File: config.mk
export PLATFORM = sky130hd
export DESIGN_NAME = mdu
export DESIGN_NICKNAME = d
export VERILOG_FILES = /design/src/rtl/mdu_pkg.sv /design/src/rtl/mdu_div.sv /design/src/rtl/mdu.sv
export SDC_FILE = /design/constraint.sdc
export NUM_CORES = 2
export LEC_CHECK = 0
export ABC_AREA = 1
export BUFFER_PORTS_ARGS = -buffer_cell sky130_fd_sc_hd__buf_2
export CAP_MARGIN = 20
export CORE_MARGIN = 2
export CORE_UTILIZATION = 45
export CTS_CLUSTER_DIAMETER = 100
export DETAILED_ROUTE_END_ITERATION = 8
export GPL_TIMING_DRIVEN = 0
export PLACE_DENSITY_LB_ADDON = 0.25
export SLEW_MARGIN = 10
export SYNTH_ARGS = -nofsm -noshare
export SYNTH_HDL_FRONTEND = slang
export SYNTH_SLANG_ARGS = --single-unit
File: constraint.sdc
create_clock -name clk -period 17.4 [get_ports clk]
set_clock_uncertainty 0.2 [all_clocks]
set_input_delay 1.74 -clock clk [delete_from_list [all_inputs] [get_ports clk]]
set_output_delay 1.74 -clock clk [all_outputs]
set_load 0.1 [all_outputs]
File: src/rtl/mdu_pkg.sv
// Shared definitions for the multiply/divide unit: op encodings, FSM states,
// default multiply latency and a sign-fixup helper.
package mdu_pkg;

    typedef enum logic [2:0] {
        OP_MULT  = 3'b000,
        OP_MULTU = 3'b001,
        OP_DIV   = 3'b010,
        OP_DIVU  = 3'b011,
        OP_MTHI  = 3'b100,
        OP_MTLO  = 3'b101
    } op_e;

    typedef enum logic [1:0] {
        ST_IDLE = 2'd0,
        ST_MUL  = 2'd1,
        ST_DIV  = 2'd2,
        ST_FIX  = 2'd3
    } state_e;

    localparam int MUL_LAT_DEFAULT = 3;
    localparam int DIV_ITERS       = 32;

    function automatic logic [31:0] cond_neg(input logic [31:0] v, input logic neg);
        return neg ? (32'd0 - v) : v;
    endfunction

endpackage

File: src/rtl/mdu_div.sv
// 32-iteration restoring divider with sign fixup; used by mdu when MDU_DIV_EN
// is defined. Divide-by-zero is resolved here rather than by the iterations.
module mdu_div
    import mdu_pkg::*;
(
    input  logic        clk,
    input  logic        rst,
    input  logic        load_i,
    input  logic        step_i,
    input  logic        signed_i,
    input  logic [31:0] dividend_i,
    input  logic [31:0] divisor_i,
    output logic        last_o,
    output logic [31:0] quot_o,
    output logic [31:0] rem_o
);

    logic [31:0] rem_q, rem_d, quot_q, quot_d, dsr_q, dsr_d, raw_q, raw_d;
    logic [4:0]  cnt_q, cnt_d;
    logic        negq_q, negq_d, negr_q, negr_d, zero_q, zero_d;
    logic [32:0] shift_s, diff_s;
    logic        fits_s;

    // Iteration datapath: remainder always stays below the divisor, so a
    // borrow out of bit 32 means the trial subtraction failed.
    always_comb begin
        shift_s = {rem_q, quot_q[31]};
        diff_s  = shift_s - {1'b0, dsr_q};
        fits_s  = ~diff_s[32];
        rem_d   = rem_q;
        quot_d  = quot_q;
        dsr_d   = dsr_q;
        raw_d   = raw_q;
        cnt_d   = cnt_q;
        negq_d  = negq_q;
        negr_d  = negr_q;
        zero_d  = zero_q;
        if (load_i) begin
            rem_d  = 32'd0;
            quot_d = cond_neg(dividend_i, signed_i & dividend_i[31]);
            dsr_d  = cond_neg(divisor_i, signed_i & divisor_i[31]);
            raw_d  = dividend_i;
            cnt_d  = 5'd0;
            negq_d = signed_i & (dividend_i[31] ^ divisor_i[31]);
            negr_d = signed_i & dividend_i[31];
            zero_d = (divisor_i == 32'd0);
        end else if (step_i) begin
            rem_d  = fits_s ? diff_s[31:0] : shift_s[31:0];
            quot_d = {quot_q[30:0], fits_s};
            cnt_d  = cnt_q + 5'd1;
        end else begin
            cnt_d  = cnt_q;
        end
    end

    // Divider state register
    always_ff @(posedge clk) begin
        if (rst) begin
            rem_q  <= 32'd0;
            quot_q <= 32'd0;
            dsr_q  <= 32'd0;
            raw_q  <= 32'd0;
            cnt_q  <= 5'd0;
            negq_q <= 1'b0;
            negr_q <= 1'b0;
            zero_q <= 1'b0;
        end else begin
            rem_q  <= rem_d;
            quot_q <= quot_d;
            dsr_q  <= dsr_d;
            raw_q  <= raw_d;
            cnt_q  <= cnt_d;
            negq_q <= negq_d;
            negr_q <= negr_d;
            zero_q <= zero_d;
        end
    end

    assign last_o = (cnt_q == 5'(DIV_ITERS - 1));
    assign quot_o = zero_q ? 32'hFFFF_FFFF : cond_neg(quot_q, negq_q);
    assign rem_o  = zero_q ? raw_q : cond_neg(rem_q, negr_q);

endmodule

File: src/rtl/mdu.sv
// Multiply/divide unit with HI/LO registers. Define MDU_DIV_EN to build the
// divide path; without it DIV/DIVU are ignored like reserved ops.
module mdu
    import mdu_pkg::*;
#(
    parameter int MUL_LAT = MUL_LAT_DEFAULT
) (
    input  logic        clk,
    input  logic        rst,
    input  logic        start,
    input  logic [2:0]  op,
    input  logic [31:0] rs_data,
    input  logic [31:0] rt_data,
    output logic        busy,
    output logic        done,
    output logic [31:0] hi,
    output logic [31:0] lo
);

    state_e      state_q, state_d;
    logic [31:0] hi_q, hi_d, lo_q, lo_d, opa_q, opa_d, opb_q, opb_d;
    logic        sgn_q, sgn_d, done_q, done_d;
    logic [2:0]  lat_q, lat_d;
    logic [63:0] ext_a_s, ext_b_s, prod_s;

`ifdef MDU_DIV_EN
    logic        div_load_s, div_step_s, div_last_s;
    logic [31:0] div_quot_s, div_rem_s;

    mdu_div u_div (
        .clk        (clk),
        .rst        (rst),
        .load_i     (div_load_s),
        .step_i     (div_step_s),
        .signed_i   (op == OP_DIV),
        .dividend_i (rs_data),
        .divisor_i  (rt_data),
        .last_o     (div_last_s),
        .quot_o     (div_quot_s),
        .rem_o      (div_rem_s)
    );
`endif

    // Truncated 64x64 product of extended operands gives both signed and unsigned results
    always_comb begin
        ext_a_s = sgn_q ? {{32{opa_q[31]}}, opa_q} : {32'd0, opa_q};
        ext_b_s = sgn_q ? {{32{opb_q[31]}}, opb_q} : {32'd0, opb_q};
        prod_s  = ext_a_s * ext_b_s;
    end

    // Next-state and HI/LO update logic
    always_comb begin
        state_d = state_q;
        hi_d    = hi_q;
        lo_d    = lo_q;
        opa_d   = opa_q;
        opb_d   = opb_q;
        sgn_d   = sgn_q;
        lat_d   = lat_q;
        done_d  = 1'b0;
`ifdef MDU_DIV_EN
        div_load_s = 1'b0;
        div_step_s = 1'b0;
`endif
        case (state_q)
            ST_IDLE: begin
                if (start) begin
                    case (op)
                        OP_MULT, OP_MULTU: begin
                            opa_d   = rs_data;
                            opb_d   = rt_data;
                            sgn_d   = (op == OP_MULT);
                            lat_d   = 3'(MUL_LAT - 1);
                            state_d = ST_MUL;
                        end
                        OP_MTHI: hi_d = rs_data;
                        OP_MTLO: lo_d = rs_data;
`ifdef MDU_DIV_EN
                        OP_DIV, OP_DIVU: begin
                            div_load_s = 1'b1;
                            state_d    = ST_DIV;
                        end
`endif
                        default: state_d = ST_IDLE;
                    endcase
                end else begin
                    state_d = ST_IDLE;
                end
            end
            ST_MUL: begin
                if (lat_q == 3'd0) begin
                    hi_d    = prod_s[63:32];
                    lo_d    = prod_s[31:0];
                    done_d  = 1'b1;
                    state_d = ST_IDLE;
                end else begin
                    lat_d = lat_q - 3'd1;
                end
            end
`ifdef MDU_DIV_EN
            ST_DIV: begin
                div_step_s = 1'b1;
                if (div_last_s) begin
                    state_d = ST_FIX;
                end else begin
                    state_d = ST_DIV;
                end
            end
            ST_FIX: begin
                hi_d    = div_rem_s;
                lo_d    = div_quot_s;
                done_d  = 1'b1;
                state_d = ST_IDLE;
            end
`endif
            default: state_d = ST_IDLE;
        endcase
    end

    // Control and architectural register update
    always_ff @(posedge clk) begin
        if (rst) begin
            state_q <= ST_IDLE;
            hi_q    <= 32'd0;
            lo_q    <= 32'd0;
            opa_q   <= 32'd0;
            opb_q   <= 32'd0;
            sgn_q   <= 1'b0;
            lat_q   <= 3'd0;
            done_q  <= 1'b0;
        end else begin
            state_q <= state_d;
            hi_q    <= hi_d;
            lo_q    <= lo_d;
            opa_q   <= opa_d;
            opb_q   <= opb_d;
            sgn_q   <= sgn_d;
            lat_q   <= lat_d;
            done_q  <= done_d;
        end
    end

    assign busy = (state_q != ST_IDLE);
    assign done = done_q;
    assign hi   = hi_q;
    assign lo   = lo_q;

endmodule

* Word level (Yosys, flattened, before mapping)
Cells that the tools add are included.
** Operators by class
- Divide/modulo/power cells :: 0
- Multipliers :: 1
- Muxes and demuxes :: 19
- Add/subtract/negate cells :: 1
- Shift-type cells :: 0
- Equal/unequal tests :: 11
- Bitwise operators :: 1
- Reduce and logical (&&, ||, !) cells :: 13
- $lt $le $gt $ge :: 0
** Operator list (count)
- 32-bit two-way mux :: 6
- 64-bit two-way mux :: 2
- 32-bit case mux with 2 select lines :: 2
- 64-bit by 64-bit multiplier with 64-bit output :: 1
- 4-bit AND reduction :: 3
- 3-bit two-way mux :: 3
- 2-bit case mux with 2 select lines :: 2
- 3-bit == test (second input constant) :: 2
- 3-bit zero test :: 2
- 2-bit by 1-bit != test with 1-bit output (second input constant) :: 3
- 2-bit != test (second input constant) :: 3
- 3-bit case mux with 2 select lines :: 1
- 2-bit OR reduction :: 3
- 2-bit two-way mux :: 2
- 2-bit nonzero test :: 2
- 3-bit by 1-bit == test with 1-bit output (second input constant) :: 1
- 3-bit != test (second input constant) :: 1
- 3-bit AND reduction :: 1
- 3-bit by 1-bit subtractor with 3-bit output (second input constant) :: 1
- 2-bit by 1-bit == test with 1-bit output (second input constant) :: 1
- 2-bit zero test :: 1
- 2-bit AND reduction :: 1
- 1-bit two-way mux :: 1
- 1-bit inverter :: 1
** Word-level totals
- Memories :: 0
- Bits of input ports :: 70
- Register bits :: 135
- Memory bits (writable) :: 0
- Bits in read-only memories :: 0
- Word-level logic and storage cells :: 54
- Output and inout port bits :: 66
- Latch bits :: 0

* Logic depth before layout (Yosys ltp)
- Depth after elaboration :: 5
- Mapped depth :: 41
- Depth with buffers taken out :: 40

* Worst setup path before layout
OpenSTA, ideal clock, no wires.
- Path type :: register to register
- Start :: register sgn_q
- End :: register hi_q[31] (netlist: hi[31])
- Clock period less this slack :: 8.815 ns
- Path buffers :: 1
- Required time :: 17.131 ns
- Library setup time :: 0.069 ns
- Arrival :: 8.547 ns
- Stages on the path, launching flop included :: 31
- Setup slack :: 8.585 ns
- Cell sequence :: dfxtp_1 nand2_4 inv_4 clkbuf_1 nand2_1 fa_1 inv_1 fa_1 fa_1 inv_1 fa_1 inv_1 fa_1 fa_1 fa_1 inv_1 fa_1 inv_1 fa_1 inv_1 fa_1 inv_1 ha_1 nand2_1 nor3_1 nand2_1 nor4_1 a21oi_1 nand3_1 nand3_2 a21oi_2
** On the way
- Cells in the longest elaborated chain, start to end :: 4
- Elaborated cells on any way between the ends :: 5
- Classes of those cells :: 1 x mul; 4 x mux
** RTL lines
- start, declared :: RTL line mdu.sv:22 : logic sgn_q, sgn_d, done_q, done_d;
- start signal, assigned :: RTL line mdu.sv:137 : sgn_q <= sgn_d;
- 64-bit two-way mux, on equally long branches :: RTL line mdu.sv:46, mdu.sv:47
- 64-bit by 64-bit multiplier with 64-bit output (*) :: RTL line mdu.sv:48 : prod_s = ext_a_s * ext_b_s;
- 32-bit two-way mux (*) :: RTL line mdu.sv:91 : if (lat_q == 3'd0) begin
- 32-bit case mux with 2 select lines (*) :: RTL line mdu.sv:65 : case (state_q)
- end signal, assigned :: RTL line mdu.sv:133 : hi_q <= hi_d;
- end, declared :: RTL line mdu.sv:21 : logic [31:0] hi_q, hi_d, lo_q, lo_d, opa_q, opa_d, opb_q, opb_d;
Mark *: on every way between the ends. The rest lies on a longest branch, timed or not. The select of a mux whose other input is x is not followed.
A chain may end at the register's enable or synchronous reset.

* Worst setup path in the final report
- Start :: register opb_q[4]
- End :: register hi_q[30] (netlist: hi[30])
** On the way
- Cells in the longest elaborated chain, start to end :: 4
** RTL lines
- start, declared :: RTL line mdu.sv:21
- start signal, assigned :: RTL line mdu.sv:136 : opb_q <= opb_d;
- 64-bit two-way mux :: RTL line mdu.sv:47 : ext_b_s = sgn_q ? {{32{opb_q[31]}}, opb_q} : {32'd0, opb_q};
- 64-bit by 64-bit multiplier with 64-bit output :: RTL line mdu.sv:48
- 32-bit two-way mux :: RTL line mdu.sv:91
- 32-bit case mux with 2 select lines :: RTL line mdu.sv:65
Every way passes these cells. The select of a mux whose other input is x is not followed.

==> impl_table.tex <==
\begin{tabular}{lr}
\hline
Metric & Value \\
\hline
\multicolumn{2}{l}{\textbf{Status}} \\
Outcome & finished clean \\
\multicolumn{2}{l}{\textbf{CTS}} \\
Deepest clock path buffer count & 2 \\
Number of cells upsized or downsized after cts & 0 \\
Number of hold-repair buffers added at the cts stage & 0 \\
Cell at the root of the clock tree & sky130\_fd\_sc\_hd\_\_clkbuf\_16 \\
Num CTS Buffers & 17 \\
TritonCTS clock tree & done \\
Clock sink count & 134 \\
Post-CTS clock slew at the launch and capture registers of the worst setup and hold paths & 0.07 ns \\
Number of buffers inserted by post-CTS setup repair & 0 \\
H-Tree Level Count & 4 \\
Clock insertion delay at the later pin of the skew report & 0.55 ns \\
\multicolumn{2}{l}{\textbf{Detailed routing}} \\
DR vias & 46000 \\
Number of DRC violations after detailed-routing iteration 0 & 4987 \\
WL met1 & 89400 um \\
Amount of wire on met3 after detailed routing & 30800 um \\
Residual DRC & 0 \\
Number of antenna-violating nets in the routed design & 0 \\
Detailed-route wire length per cell & 26.4 um \\
Vias per cell & 5.26 \\
Final routed wirelength across all metal layers & 231000 um \\
Detail Route met2 WL & 98200 um \\
DR top layer & met5 \\
Router iterations before antenna repair & 6 \\
\multicolumn{2}{l}{\textbf{Timing}} \\
Crit path time final & 11.67 ns \\
Max Transition Viols Final & 0 \\
Worst hold-check slack & 0.256 ns \\
Actual transition at the worst max-transition pin & 1.30 ns \\
RSZ-0062 raised after global routing & no \\
Number of hold violations in the final report & 0 \\
Setup total negative slack & 0 ns \\
Highest attainable clock frequency & 0.0857 GHz \\
Worst setup margin & 5.73 ns \\
Period utilisation layout & 0.670 \\
Final-report setup violation count & 0 \\
Worst slew margin & 0.132 \\
\multicolumn{2}{l}{\textbf{Min path}} \\
Start point of the worst hold path & lat\_q[0] \\
Hold Path Stages & 1 \\
Path type of the worst min-delay path & flip-flop to flip-flop \\
\multicolumn{2}{l}{\textbf{Floorplanning}} \\
Standard-cell row count & 128 \\
Core Box Area & 122000 um2 \\
I/O Pins & 136 \\
Die area & 126000 um2 \\
Horizontal extent of the die & 354 um \\
Starting Density & 0.453 \\
Height of the die & 354 um \\
\multicolumn{2}{l}{\textbf{Critical path}} \\
Critical path data arrival time & 11.93 ns \\
Number of buffer and inverter stages on the critical path & 7 \\
Critical Path End Type & flip-flop \\
Stages on worst setup path & 28 \\
Gate family responsible for the most delay along the worst path & adder cells \\
Worst Setup Path Type & flip-flop to flip-flop \\
Slowest stage delay, CP & 0.94 ns \\
Critical Path Source Type & flip-flop \\
Register-to-Register Setup Slack & 5.73 ns \\
Worst path required time & 17.66 ns \\
Reg2Reg Depth & 28 \\
Start of the worst register-to-register path & opb\_q[4] \\
Critical path origin & opb\_q[4] \\
Cell seen most often among critical-path stages & sky130\_fd\_sc\_hd\_\_fa\_1 \\
Slowest stage cell, crit path & sky130\_fd\_sc\_hd\_\_clkbuf\_1 \\
Peak fanout along the critical path & 10 \\
\multicolumn{2}{l}{\textbf{Power}} \\
Reported leakage power & 34.8 nW \\
Peak supply drop & 0.0000903 V \\
NetSw & 0.855 mW \\
Clk pwr share & 0.256 \\
Switching fraction of total power & 0.530 \\
Cell Pwr Density & 27.4 nW/um2 \\
Portion of total power attributed to sequential cells & 0.208 \\
Part of the total power dissipated in combinational logic & 0.536 \\
Cell internal pwr & 0.758 mW \\
Total power consumption of the routed design & 1.61 mW \\
\multicolumn{2}{l}{\textbf{Final layout}} \\
Relative area change from synthesis to final layout & 6.57\% \\
Post-route non-filler standard cell count & 8749 \\
Utilization after layout & 0.483 \\
Most common cell after layout, fill and taps aside & sky130\_fd\_sc\_hd\_\_inv\_1 \\
Post-route design area & 58900 um2 \\
Top library cells by usage in the layout, fill and taps aside & sky130\_fd\_sc\_hd\_\_inv\_1, sky130\_fd\_sc\_hd\_\_fa\_1, sky130\_fd\_sc\_hd\_\_nand2\_1 \\
Final nets & 8881 \\
Share of layout cells above drive strength 1 & 0.0392 \\
Fillcell total & 12200 \\
\multicolumn{2}{l}{\textbf{Global routing}} \\
Wire length of the first global-routing pass & 336000 um \\
Initial antenna violation count & 12 \\
GRT Total Usage & 0.380 \\
Remaining global-route overflow & 0 \\
Pin count of the biggest net entering global routing & 33 \\
Number of global-route vias before repair & 47600 \\
\multicolumn{2}{l}{\textbf{Synth}} \\
Number of synthesized register bits & 134 \\
Average size of a mapped cell & 7.99 um2 \\
Register area share after synthesis & 0.0486 \\
Netlist area before placement & 55200 um2 \\
Total of warnings raised by yosys & 0 \\
Number of nets produced by synthesis & 8710 \\
Distinct cell type count of the synthesized netlist & 47 \\
Mapped Cells & 6911 \\
\multicolumn{2}{l}{\textbf{Place}} \\
Half-perimeter wire length of the detailed placement result & 202000 um \\
Placer Congestion & 1.05 \\
Cell count after placement & 8685 \\
Port bufs & 135 \\
Area after DPL & 58200 um2 \\
Setup slack at placement & 6.12 ns \\
\multicolumn{2}{l}{\textbf{Job}} \\
Max-capacitance violation count & 0 \\
\hline
\end{tabular}
state kept, by name, summed over array words and instances, names as in the netlist:
name	flops
done	1
hi	32
lat_q	3
lo	32
opa_q	32
opb_q	32
sgn_q	1
state_q	1
final timing paths:
kind / endpoint
worst min register to register: lat_q[0]
worst max-delay path: hi[30]
worst min-delay path: lat_q[0]
worst max register to register: hi[30]
power by group through the flow:
stage	sequential [mW]	combinational, mW	clock (mW)
floorplan	0.410	0.411	0
global placement	0.342	0.827	0
detailed placement	0.342	0.828	0
CTS	0.335	0.841	0.412
global route	0.337	0.914	0.422
finish	0.336	0.865	0.412
layout make-up:
cell class	instances	area (um2)	share of cell area
Multi-Input combinational cell	4148	42700	0.725
Clock inverter	15	183	0.00310
Timing Repair Buffer	152	913	0.0155
Tap cell	1625	2030	0.0345
Inverter	2317	8700	0.148
Clock buffer	17	425	0.00722
Sequential cell	134	2680	0.0456
Buffer	312	1190	0.0202
Antenna cell	29	72.6	0.00123
kinds of logic after synthesis:
logic type	count (synthesis)	share of synthesized area
AOI/OAI and AO/OA	483	0.0467
xor gates and xnor gates	15	0.00251
buffers and inverters	2629	0.179
DFF	134	0.0486
adders and majority gates	1729	0.584
and+or+nand+nor	1921	0.139
synth_stat cells (all sizes together):
library cell,n,area share
dfxtp,134,0.049
and3,1,0.00011
a21o,6,0.00082
o21a,2,0.00027
nor4,6,0.0011
a211oi,3,0.00041
nand2,1408,0.097
inv,2315,0.16
o2111ai,1,0.00016
o21bai,10,0.0014
o211ai,4,0.00063
nand3b,8,0.0011
o21ai,220,0.020
xnor2,6,0.0011
or2,27,0.0031
buf,19,0.0015
fa,1419,0.51
nor3,8,0.00091
clkinv,2,0.00014
a31oi,26,0.0029
xor2,9,0.0014
a21boi,3,0.00041
ha,310,0.070
clkbuf,293,0.020
nand4,14,0.0016
nand3,121,0.012
a21oi,208,0.019
nor2,328,0.023
worst register-to-register path, delay by kind of cell (launching register included):
kind | cells | cell delay (ns)
AO/OA/AOI/OAI | 5 | 1.52
adder cells (fa/ha/maj) | 11 | 6.55
buffers and inverters | 7 | 2.34
flip-flops | 1 | 0.31
AND/OR/NAND/NOR | 5 | 0.66
routing by layer:
layer	GRT usage	up-vias
li1	-	19600
met1	0.514	23300
met2	0.552	2681
met3	0.128	508
met4	0.172	10
met5	0	-
Power figures use the tool's default switching activity.
